## config.mk

```make
export PLATFORM = sky130hd
export DESIGN_NAME = alu_result_stage
export DESIGN_NICKNAME = d
export VERILOG_FILES = /design/src/rtl/alu_result_stage.sv
export SDC_FILE = /design/constraint.sdc
export NUM_CORES = 1
export LEC_CHECK = 0
export ABC_AREA = 1
export CORE_ASPECT_RATIO = 0.9
export CORE_MARGIN = 2
export CORE_UTILIZATION = 40
export DETAILED_ROUTE_END_ITERATION = 7
export HOLD_SLACK_MARGIN = 0.06
export PLACE_DENSITY = 0.64
export SLEW_MARGIN = 5
export SYNTH_ARGS = -nofsm -noshare
export SYNTH_HDL_FRONTEND = slang
export SYNTH_SLANG_ARGS = --single-unit
```

## constraint.sdc

```tcl
create_clock -name clk -period 1.7 [get_ports clk]
set_input_delay 0.255 -clock clk [delete_from_list [all_inputs] [get_ports clk]]
set_output_delay 0.255 -clock clk [all_outputs]
set_load 0.01 [all_outputs]
```

## src/rtl/alu_result_stage.sv

```systemverilog
// Result buffer behind the 4-bit ALU: captures result, opcode and status flags,
// queues them in a small FIFO with valid/ready on both sides, counts deliveries.
module alu_result_stage #(
  parameter int WIDTH = 4,
  parameter int DEPTH = 2,
  parameter int CNT_W = 8
) (
  input  logic             clk,
  input  logic             rst,
  input  logic             in_valid,
  output logic             in_ready,
  input  logic [3:0]       in_op,
  input  logic [WIDTH-1:0] in_res,
  input  logic             in_cout,
  output logic             out_valid,
  input  logic             out_ready,
  output logic [3:0]       out_op,
  output logic [WIDTH-1:0] out_res,
  output logic [3:0]       out_flags,
  output logic [CNT_W-1:0] done_cnt
);

  localparam int PTR_W = (DEPTH > 1) ? $clog2(DEPTH) : 1;
  localparam int OCC_W = PTR_W + 1;
  localparam logic [OCC_W-1:0] OCC_FULL = OCC_W'(DEPTH);

  logic [3:0]       r_op_mem   [DEPTH];
  logic [WIDTH-1:0] r_res_mem  [DEPTH];
  logic [3:0]       r_flag_mem [DEPTH];

  logic [PTR_W-1:0] r_wptr;
  logic [PTR_W-1:0] r_rptr;
  logic [OCC_W-1:0] r_occ;
  logic [CNT_W-1:0] r_done_cnt;

  logic             w_in_ready;
  logic             w_out_valid;
  logic             w_push;
  logic             w_pop;
  logic [3:0]       w_flags;

  // Handshake status comes only from stored occupancy, never from out_ready.
  assign w_in_ready  = (r_occ < OCC_FULL);
  assign w_out_valid = (r_occ != '0);
  assign w_push      = in_valid & w_in_ready;
  assign w_pop       = w_out_valid & out_ready;

  // {carry, negative, zero, parity}; carry is meaningful only for arithmetic ops.
  always_comb begin
    w_flags    = '0;
    w_flags[3] = in_cout & in_op[3];
    w_flags[2] = in_res[WIDTH-1];
    w_flags[1] = ~|in_res;
    w_flags[0] = ^in_res;
  end

  always_ff @(posedge clk) begin
    if (rst) begin
      for (int i = 0; i < DEPTH; i++) begin
        r_op_mem[i]   <= '0;
        r_res_mem[i]  <= '0;
        r_flag_mem[i] <= '0;
      end
      r_wptr     <= '0;
      r_rptr     <= '0;
      r_occ      <= '0;
      r_done_cnt <= '0;
    end else begin
      if (w_push) begin
        r_op_mem[r_wptr]   <= in_op;
        r_res_mem[r_wptr]  <= in_res;
        r_flag_mem[r_wptr] <= w_flags;
        r_wptr             <= r_wptr + PTR_W'(1);
      end
      if (w_pop) begin
        r_rptr     <= r_rptr + PTR_W'(1);
        r_done_cnt <= r_done_cnt + CNT_W'(1);
      end
      case ({w_push, w_pop})
        2'b10:   r_occ <= r_occ + OCC_W'(1);
        2'b01:   r_occ <= r_occ - OCC_W'(1);
        default: r_occ <= r_occ;
      endcase
    end
  end

  assign in_ready  = w_in_ready;
  assign out_valid = w_out_valid;
  assign out_op    = w_out_valid ? r_op_mem[r_rptr]   : '0;
  assign out_res   = w_out_valid ? r_res_mem[r_rptr]  : '0;
  assign out_flags = w_out_valid ? r_flag_mem[r_rptr] : '0;
  assign done_cnt  = r_done_cnt;

endmodule

```

Word level (Yosys, flattened, before mapping)

Memories as Yosys holds them, arrays and structs flattened. A register that Yosys moved wholly into a read port is not among the register bits.
Cells that the tools add are included.

Add/sub/neg operators: 5
$lt $le $gt $ge: 1
Equality and inequality tests: 2
Muxes and demuxes: 24
Bitwise logic cells: 3
Reductions and logical operators: 8

Operator list:

| cell                                                               | number |
|---|---|
| 4-bit 2-to-1 mux                                                   | 6 |
| 1-bit 2-to-1 mux                                                   | 17 |
| 4-bit OR reduction                                                 | 4 |
| 8-bit by 1-bit adder with 8-bit output, second input constant      | 1 |
| 2-bit one-hot mux with 2 select lines                              | 1 |
| 2-bit nonzero test                                                 | 2 |
| 4-bit XOR reduction                                                | 1 |
| 1-bit bitwise AND                                                  | 3 |
| 1-bit adder, second input constant                                 | 2 |
| 2-bit by 1-bit adder with 2-bit output, second input constant      | 1 |
| 2-bit by 1-bit == test with 1-bit output, second input constant    | 1 |
| 2-bit == test, second input constant                               | 1 |
| 2-bit less-than comparator, second input constant                  | 1 |
| 2-bit by 1-bit subtractor with 2-bit output, second input constant | 1 |
| 1-bit zero test                                                    | 1 |

Bits in registers: 12
Bits in writable memories: 24
Input port bits: 13
Output and inout bits: 22
Logic and storage cells: 50
Memories: 3

Memory list:

| memory     | words | bits a word | read ports | clocked after Yosys merged registers in | write ports | line | source |
|---|---|---|---|---|---|---|---|
| r_flag_mem | 2     | 4           | 1          | 1                                       | 2           | 29   | `logic [3:0] r_flag_mem [DEPTH];` |
| r_op_mem   | 2     | 4           | 1          | 1                                       | 2           | 27   | `logic [3:0] r_op_mem [DEPTH];` |
| r_res_mem  | 2     | 4           | 1          | 1                                       | 2           | 28   | `logic [WIDTH-1:0] r_res_mem [DEPTH];` |

Logic depth before layout (Yosys ltp)

Gate-level depths: netlist of the first run.

Depth in word-level cells: 7
Depth in mapped cells: 9
Depth with buffers taken out: 8

Least setup slack after synthesis of the first run

Ideal clock, no wire load.

Path type: register -> register
From: register r_occ[1]
To: memory r_flag_mem[0][0] (enable)
Library setup time: 0.345 ns
Arrival time: 1.087 ns
Required time: 1.355 ns
Path slack: 0.268 ns
Stages on the path, launching flop included: 7
Path buffers: 1
Period minus slack after synthesis: 1.432 ns
Cells stage by stage: dfxtp_1 > inv_2 > nand2_2 > nor2_1 > nand2_1 > buf_4 > nand2_1

RTL lines:

| what                   | line | source |
|---|---|---|
| start, declared        | 33   | `logic [OCC_W-1:0] r_occ;` |
| start signal, assigned | 80   | `2'b10: r_occ <= r_occ + OCC_W'(1);` |
| start signal, assigned | 81   | `2'b01: r_occ <= r_occ - OCC_W'(1);` |
| start signal, assigned | 82   | `default: r_occ <= r_occ;` |
| end, declared          | 29   |  |

==> results of run 1 <==
## power by group through the flow
stage / clock [mW] / sequential, mW / combinational, mW
floorplan: 0 / 1.09 / 0.465
global placement: 0 / 1.10 / 0.808
detailed placement: 0 / 1.10 / 0.818
CTS: 0.573 / 1.09 / 0.847
global route: 0.616 / 1.10 / 0.929
finish: 0.560 / 1.09 / 0.832
## synth_stat cells
cell type	count	area, µm²
nand2_1	43	161
nor2_1	32	120
inv_1	26	97.6
edfxtp_1	22	661
a21oi_1	17	85.1
dfxtp_1	13	260
nand3_1	7	35.0
nor3_1	5	25.0
o21ai_0	5	25.0
buf_2	4	20.0
ha_1	4	50.1
nand4_1	4	25.0
buf_4	2	15.0
buf_8	1	15.0
clkbuf_1	1	3.75
inv_2	1	3.75
nand2_2	1	6.26
nor2_2	1	6.26
nor2_4	1	11.3
nor2_8	1	20.0
o21bai_1	1	7.51
xnor2_1	1	8.76
## cell type report
cell class | count | area (µm²)
clock buffer | 6 | 72.6
clock inverter | 2 | 8.76
fill | 390 | 1850
inverter | 27 | 101
multi-input combinational | 123 | 587
sequential | 35 | 925
tap | 48 | 60.1
timing repair buffer | 46 | 447
## timing repair
| action | 4_1_cts | 5_1_grt |
|---|---|---|
| cloned | 0 | 0 |
| endpoints found under the setup margin | 13 | 6 |
| resized for setup | 15 | 9 |
| pin swaps | 1 | 0 |
| setup buffers | 2 | 0 |
## metal layers
layer  track usage  part of all wire  vias up
met5             0                 0        -
met4        0.0778             0.020        0
met3        0.0322             0.030        7
met2         0.248              0.48       24
met1         0.191              0.47      583
li1              -                 -      707
## worst paths after layout
check	end	slack, ns	cells after the start
setup / recovery	out_op[2]	0.07	5
hold / removal	flip-flop	0.44	1
setup reg to reg	r_occ[1]	0.20	10
hold reg to reg	flip-flop	0.44	1
## registers in the layout, indices dropped and copies added (netlist names), named ones only
name,cells
done_cnt,8
r_flag_mem,8
r_occ,2
r_op_mem,8
r_res_mem,6
r_rptr,1
r_wptr,1
## kinds of logic (layout without fill, tap and decap cells)
family          after synthesis  after routing
simple gates                 95             95
flops                        35             35
buf+inv                      35             81
compound gates               23             23
fa+ha+maj                     4              4
xor+xnor                      1              1
## critical path: stages (launching register included)
cell           delay, ns
dfxtp_2             0.35
inv_1               0.12
buf_4               0.17
nand2_1             0.05
a21oi_1             0.12
dlygate4sd2_1       0.28
## layout by cell type (no fill, tap or decap), types with 2 or more instances in the layout
| cell | count |
|---|---|
| nor2_1 | 32 |
| nor3_1 | 5 |
| dfxtp_1 | 10 |
| buf_12 | 3 |
| edfxtp_1 | 22 |
| clkbuf_2 | 3 |
| inv_1 | 26 |
| clkbuf_8 | 5 |
| ha_1 | 4 |
| nand2_1 | 43 |
| buf_4 | 9 |
| clkdlybuf4s50_1 | 21 |
| dlygate4sd2_1 | 7 |
| o21ai_0 | 5 |
| clkdlybuf4s15_1 | 2 |
| nand4_1 | 4 |
| a21oi_1 | 17 |
| dfxtp_2 | 3 |
| nand3_1 | 7 |
==> results.py, run 1 <==
metrics = {
    "layout": {
        "diodes": 0,
        "drive_gt1_frac": 0.121,
        "final_util": 0.544,
        "fin_cells": 287,
        "fin_area_um2": 2200,
        "syn_to_final_growth_pct": 32.4,
        "nets": 255,
    },
    "placed_design": {
        "dp_hpwl_mm": 2.32,
        "portBuffers": 34,
        "dp_cells": 277,
        "routabilityCongestion": 0.729,
        "dpl_cell_area_um2": 2110,
        "place_ws_ns": 0.0364,
    },
    "worst_setup_path": {
        "critPathArrivalTime_ns": 1.37,
        "crit_fanout": 6,
        "crit_path_end_kind": "primary output",
        "crit_required_ns": 1.44,
        "crit_path_start_kind": "flip-flop",
        "path_class": "flip-flop to primary output",
        "r2r_start": "r_occ[1]",
    },
    "cts": {
        "cts-buffers-inserted": 5,
        "clk_pin_slew_ns": 0.07,
        "cts.htree.levels": 2,
        "cts_buffer_depth": 2,
        "cts-root-buf": "clkbuf_8",
        "cts_tree": "built",
        "cts_sinks": 35,
        "cts_hold_buf": 0,
        "clock_latency_ns": 0.28,
    },
    "sta": {
        "worst_slew_pin_slew_ns": 0.239,
        "rsz0062_at_grt": "false",
        "setup_tns_ns": 0,
        "setup_violations": 0,
        "setup_ws_ns": 0.0709,
        "post-route-period-util": 0.958,
        "clock.fmax_ghz": 0.614,
        "slew_headroom": 0.840,
        "slew_viol_final": 0,
        "layout_min_cycle_time_ns": 1.63,
        "finalClockSkew_ns": 0.00990,
        "hold_viol_final": 0,
        "hold_ws_ns": 0.444,
    },
    "pwr": {
        "p_seq_frac": 0.438,
        "p_per_area_nw_per_um2": 1130,
        "internal_power_mw": 1.69,
        "leakage_nw": 0.981,
        "p_sw_frac": 0.318,
        "p_switching_uw": 789,
        "ir_worst_vdd_v": 0.000439,
        "combPwrFrac": 0.336,
        "fin_total_pwr_mw": 2.48,
        "clkPwrFrac": 0.226,
    },
    "synth": {
        "synth-simple-area-share": 0.247,
        "syn_area_um2": 1660,
        "syn_inst": 193,
        "synth_fa_ha_area_frac": 0.0301,
        "avgSynthCellArea_um2": 8.62,
        "synth_cell_types": 22,
        "synth_seq_cells": 35,
        "yosysSeqAreaShare": 0.554,
        "synth_mux_area_frac": 0,
        "synth-xor-area-share": 0.00527,
        "yosysWarnings": 0,
        "synth_top_family_by_area": "simple AND/OR/NAND/NOR gates",
        "synth_compound_area_frac": 0.0707,
        "synth_nets": 210,
    },
    "global_route": {
        "gr-total-overflow": 0,
        "grt_max_degree": 18,
        "antenna_found_initial": 0,
        "grt_pass1_vias": 1229,
        "grt.total_usage": 0.152,
        "grt_pass1_wl_mm": 5.36,
    },
    "floorplanning": {
        "pin_count": 35,
        "die_w_um": 72.0,
        "core-area_um2": 4050,
        "initial_core_util": 0.411,
        "die_h_um": 65.2,
        "row_count": 22,
        "die_area_um2": 4690,
    },
    "drt": {
        "post_drt_wl_per_cell_um": 11.2,
        "vias": 1321,
        "wl_mm": 3.20,
        "first_pass_iters": 4,
        "detail-route-antenna-nets": 0,
        "initialDrtViolationCount": 115,
        "via_per_inst": 4.60,
        "drcViolationCount": 0,
    },
    "flow_run": {
        "max_cap_violations": 0,
    },
    "hold_path": {
        "worst_hold_path_type": "flip-flop to flip-flop",
        "min-delay-start": "r_rptr",
    },
    "outcome": {
        "status": "completed",
    },
}
No activity file was read; power rests on OpenSTA's default activity.
==> run 2: changes to the inputs <==
--- a/config.mk
+++ b/config.mk
@@ -8,10 +8,11 @@
 export ABC_AREA = 1
 export CORE_ASPECT_RATIO = 0.9
 export CORE_MARGIN = 2
-export CORE_UTILIZATION = 40
+export CORE_UTILIZATION = 47
+export CTS_CLUSTER_SIZE = 30
 export DETAILED_ROUTE_END_ITERATION = 7
 export HOLD_SLACK_MARGIN = 0.06
-export PLACE_DENSITY = 0.64
+export PLACE_DENSITY = 0.72
 export SLEW_MARGIN = 5
 export SYNTH_ARGS = -nofsm -noshare
 export SYNTH_HDL_FRONTEND = slang
==> run 2 against run 1 <==
Against the previous run:
- count of clock-buffer cells in the layout is 1 lower
- clock power is 29% higher
- register-to-register slack better by 0.11 ns
- largest cell class unchanged
- highest routed layer unchanged
- clock skew is 0.0021 ns lower
==> results.py, run 2 (same netlist as run 1, synthesis figures left out) <==
metrics = {
    "layout": {
        "diodes": 0,
        "final_util": 0.656,
        "layout_commonest_cell": "nand2_1",
        "layout_common_cells": "nand2_1 (43), nor2_1 (32), inv_1 (26), edfxtp_1 (22), clkdlybuf4s50_1 (21)",
        "drive_gt1_frac": 0.109,
        "syn_to_final_growth_pct": 33.3,
        "fillCellCount": 272,
        "seq_area_um2": 923,
        "multi_input_area_um2": 587,
        "nets": 255,
    },
    "outcome": {
        "status": "completed",
    },
    "worst_setup_path": {
        "r2r_start": "r_occ[0]",
        "r2r_slack_ns": 0.31,
        "crit_path_start_kind": "flip-flop",
        "reg2reg_to": "r_occ[1]",
        "crit_required_ns": 1.44,
        "crit_fanout": 4,
        "critPathArrivalTime_ns": 1.35,
        "crit_path_end_kind": "primary output",
        "path_class": "flip-flop to primary output",
        "rr_worst_depth": 9,
    },
    "drt": {
        "detail-route-antenna-nets": 0,
        "first_pass_iters": 4,
        "post_drt_wl_per_cell_um": 11.3,
        "via_per_inst": 4.72,
        "drcViolationCount": 0,
        "vias": 1337,
        "wl_mm": 3.20,
        "initialDrtViolationCount": 43,
    },
    "sta": {
        "rsz0062_at_grt": "false",
        "finalClockSkew_ns": 0.00783,
        "clock.fmax_ghz": 0.622,
        "setup_violations": 0,
        "hold_ws_ns": 0.481,
        "post-route-period-util": 0.945,
        "layout_min_cycle_time_ns": 1.61,
        "slew_headroom": 0.825,
        "hold_viol_final": 0,
        "slew_viol_final": 0,
        "worst_slew_pin_slew_ns": 0.260,
        "setup_tns_ns": 0,
    },
    "cts": {
        "cts_buffer_depth": 2,
        "clock_latency_ns": 0.28,
        "cts-root-buf": "clkbuf_8",
        "cts_tree": "built",
        "cts.htree.levels": 2,
        "post-cts-setup-buffers": 0,
        "cts-buffers-inserted": 5,
        "cts_sinks": 35,
        "cts_hold_buf": 0,
        "clk_pin_slew_ns": 0.07,
    },
    "floorplanning": {
        "pin_count": 35,
        "die_w_um": 66.7,
        "row_count": 20,
        "die_h_um": 60.4,
        "initial_core_util": 0.492,
        "core-area_um2": 3380,
        "die_area_um2": 4030,
    },
    "hold_path": {
        "worst_hold_path_type": "flip-flop to flip-flop",
        "hold_path_depth": 1,
        "min_to": "r_rptr",
        "min-delay-start": "r_rptr",
    },
    "placed_design": {
        "routabilityCongestion": 0.729,
        "dp_hpwl_mm": 2.20,
        "portBuffers": 34,
    },
    "global_route": {
        "grt_pass1_wl_mm": 5.15,
        "grt_pass1_vias": 1181,
        "antenna_found_initial": 0,
        "gr-total-overflow": 0,
        "grt_max_degree": 18,
        "grt.total_usage": 0.172,
    },
    "pwr": {
        "leakage_nw": 0.988,
        "ir_worst_vdd_v": 0.000620,
        "p_per_area_nw_per_um2": 1180,
    },
    "flow_run": {
        "max_cap_violations": 0,
    },
}
## run 2: changes by cell type in the layout (fill, tap and decap cells not counted)
cell and change:
buf_12 -1, buf_4 +1, bufinv_16 +1, clkbuf_1 -1, clkbuf_2 -3, dfxtp_1 +1, dfxtp_2 -1, dlygate4sd2_1 +4
dlymetal6s2s_1 -1
## run 2: what timing repair did
action | in CTS | in global routing
endpoints found under the hold margin | 0 | 0
resized for setup | 15 | 2
setup endpoints to repair | 13 | 2
## run 2: power by group
part / switching, mW / total, mW / leakage [nW] / internal, mW
registers: 0.0693 / 1.09 / 0.337 / 1.02
clock network: 0.292 / 0.721 / 0.0556 / 0.429
logic: 0.443 / 0.798 / 0.595 / 0.355
total: 0.804 / 2.61 / 0.988 / 1.80
## run 2: worst max-delay path: stages (launching register included)
cell	delay (ns)
dfxtp_1	0.34
inv_1	0.12
buf_4	0.14
nand2_1	0.06
a21oi_1	0.14
clkdlybuf4s15_1	0.26
## run 2: layout make-up
class,count,share of cell area
Multi-Input combinational cell,123,0.265
Tap cell,44,0.0248
Clock buffer,5,0.0311
Inverter,27,0.0457
Sequential cell,35,0.417
Clock inverter,3,0.0175
Timing Repair Buffer,46,0.199
## run 2: layer usage
metal,part of all wire,GRT usage
met1,0.48,0.240
met2,0.48,0.271
met3,0.031,0.0390
met4,0.0050,0.0525
met5,0,0
## run 2: how the worst max path moves through the flow
stage / from / to / slack, ns / cells after the start
2_1_floorplan: r_occ[1] / r_flag_mem[0][0] / 0.27 / 6
3_3_place_gp: out_ready / r_occ[1] / 0.09 / 8
3_5_place_dp: out_ready / r_occ[1] / 0.07 / 9
4_1_cts: flip-flop / out_res[1] / 0.06 / 5
5_1_grt: flip-flop / out_res[1] / 0.01 / 5
6_report: flip-flop / out_res[1] / 0.09 / 5
## run 2: per-stage QoR
| stage | cell area, µm² | setup slack [ns] | cells | power (mW) |
|---|---|---|---|---|
| after floorplan | 1660 | 0.268 | 193 | 1.56 |
| after global placement | 2120 | 0.0871 | 275 | 1.94 |
| after detailed placement | 2120 | 0.0669 | 275 | 1.95 |
| after CTS | 2210 | 0.0616 | 283 | 2.61 |
| after global routing | 2220 | 0.0118 | 283 | 2.74 |
| final | 2220 | 0.0927 | 283 | 2.61 |
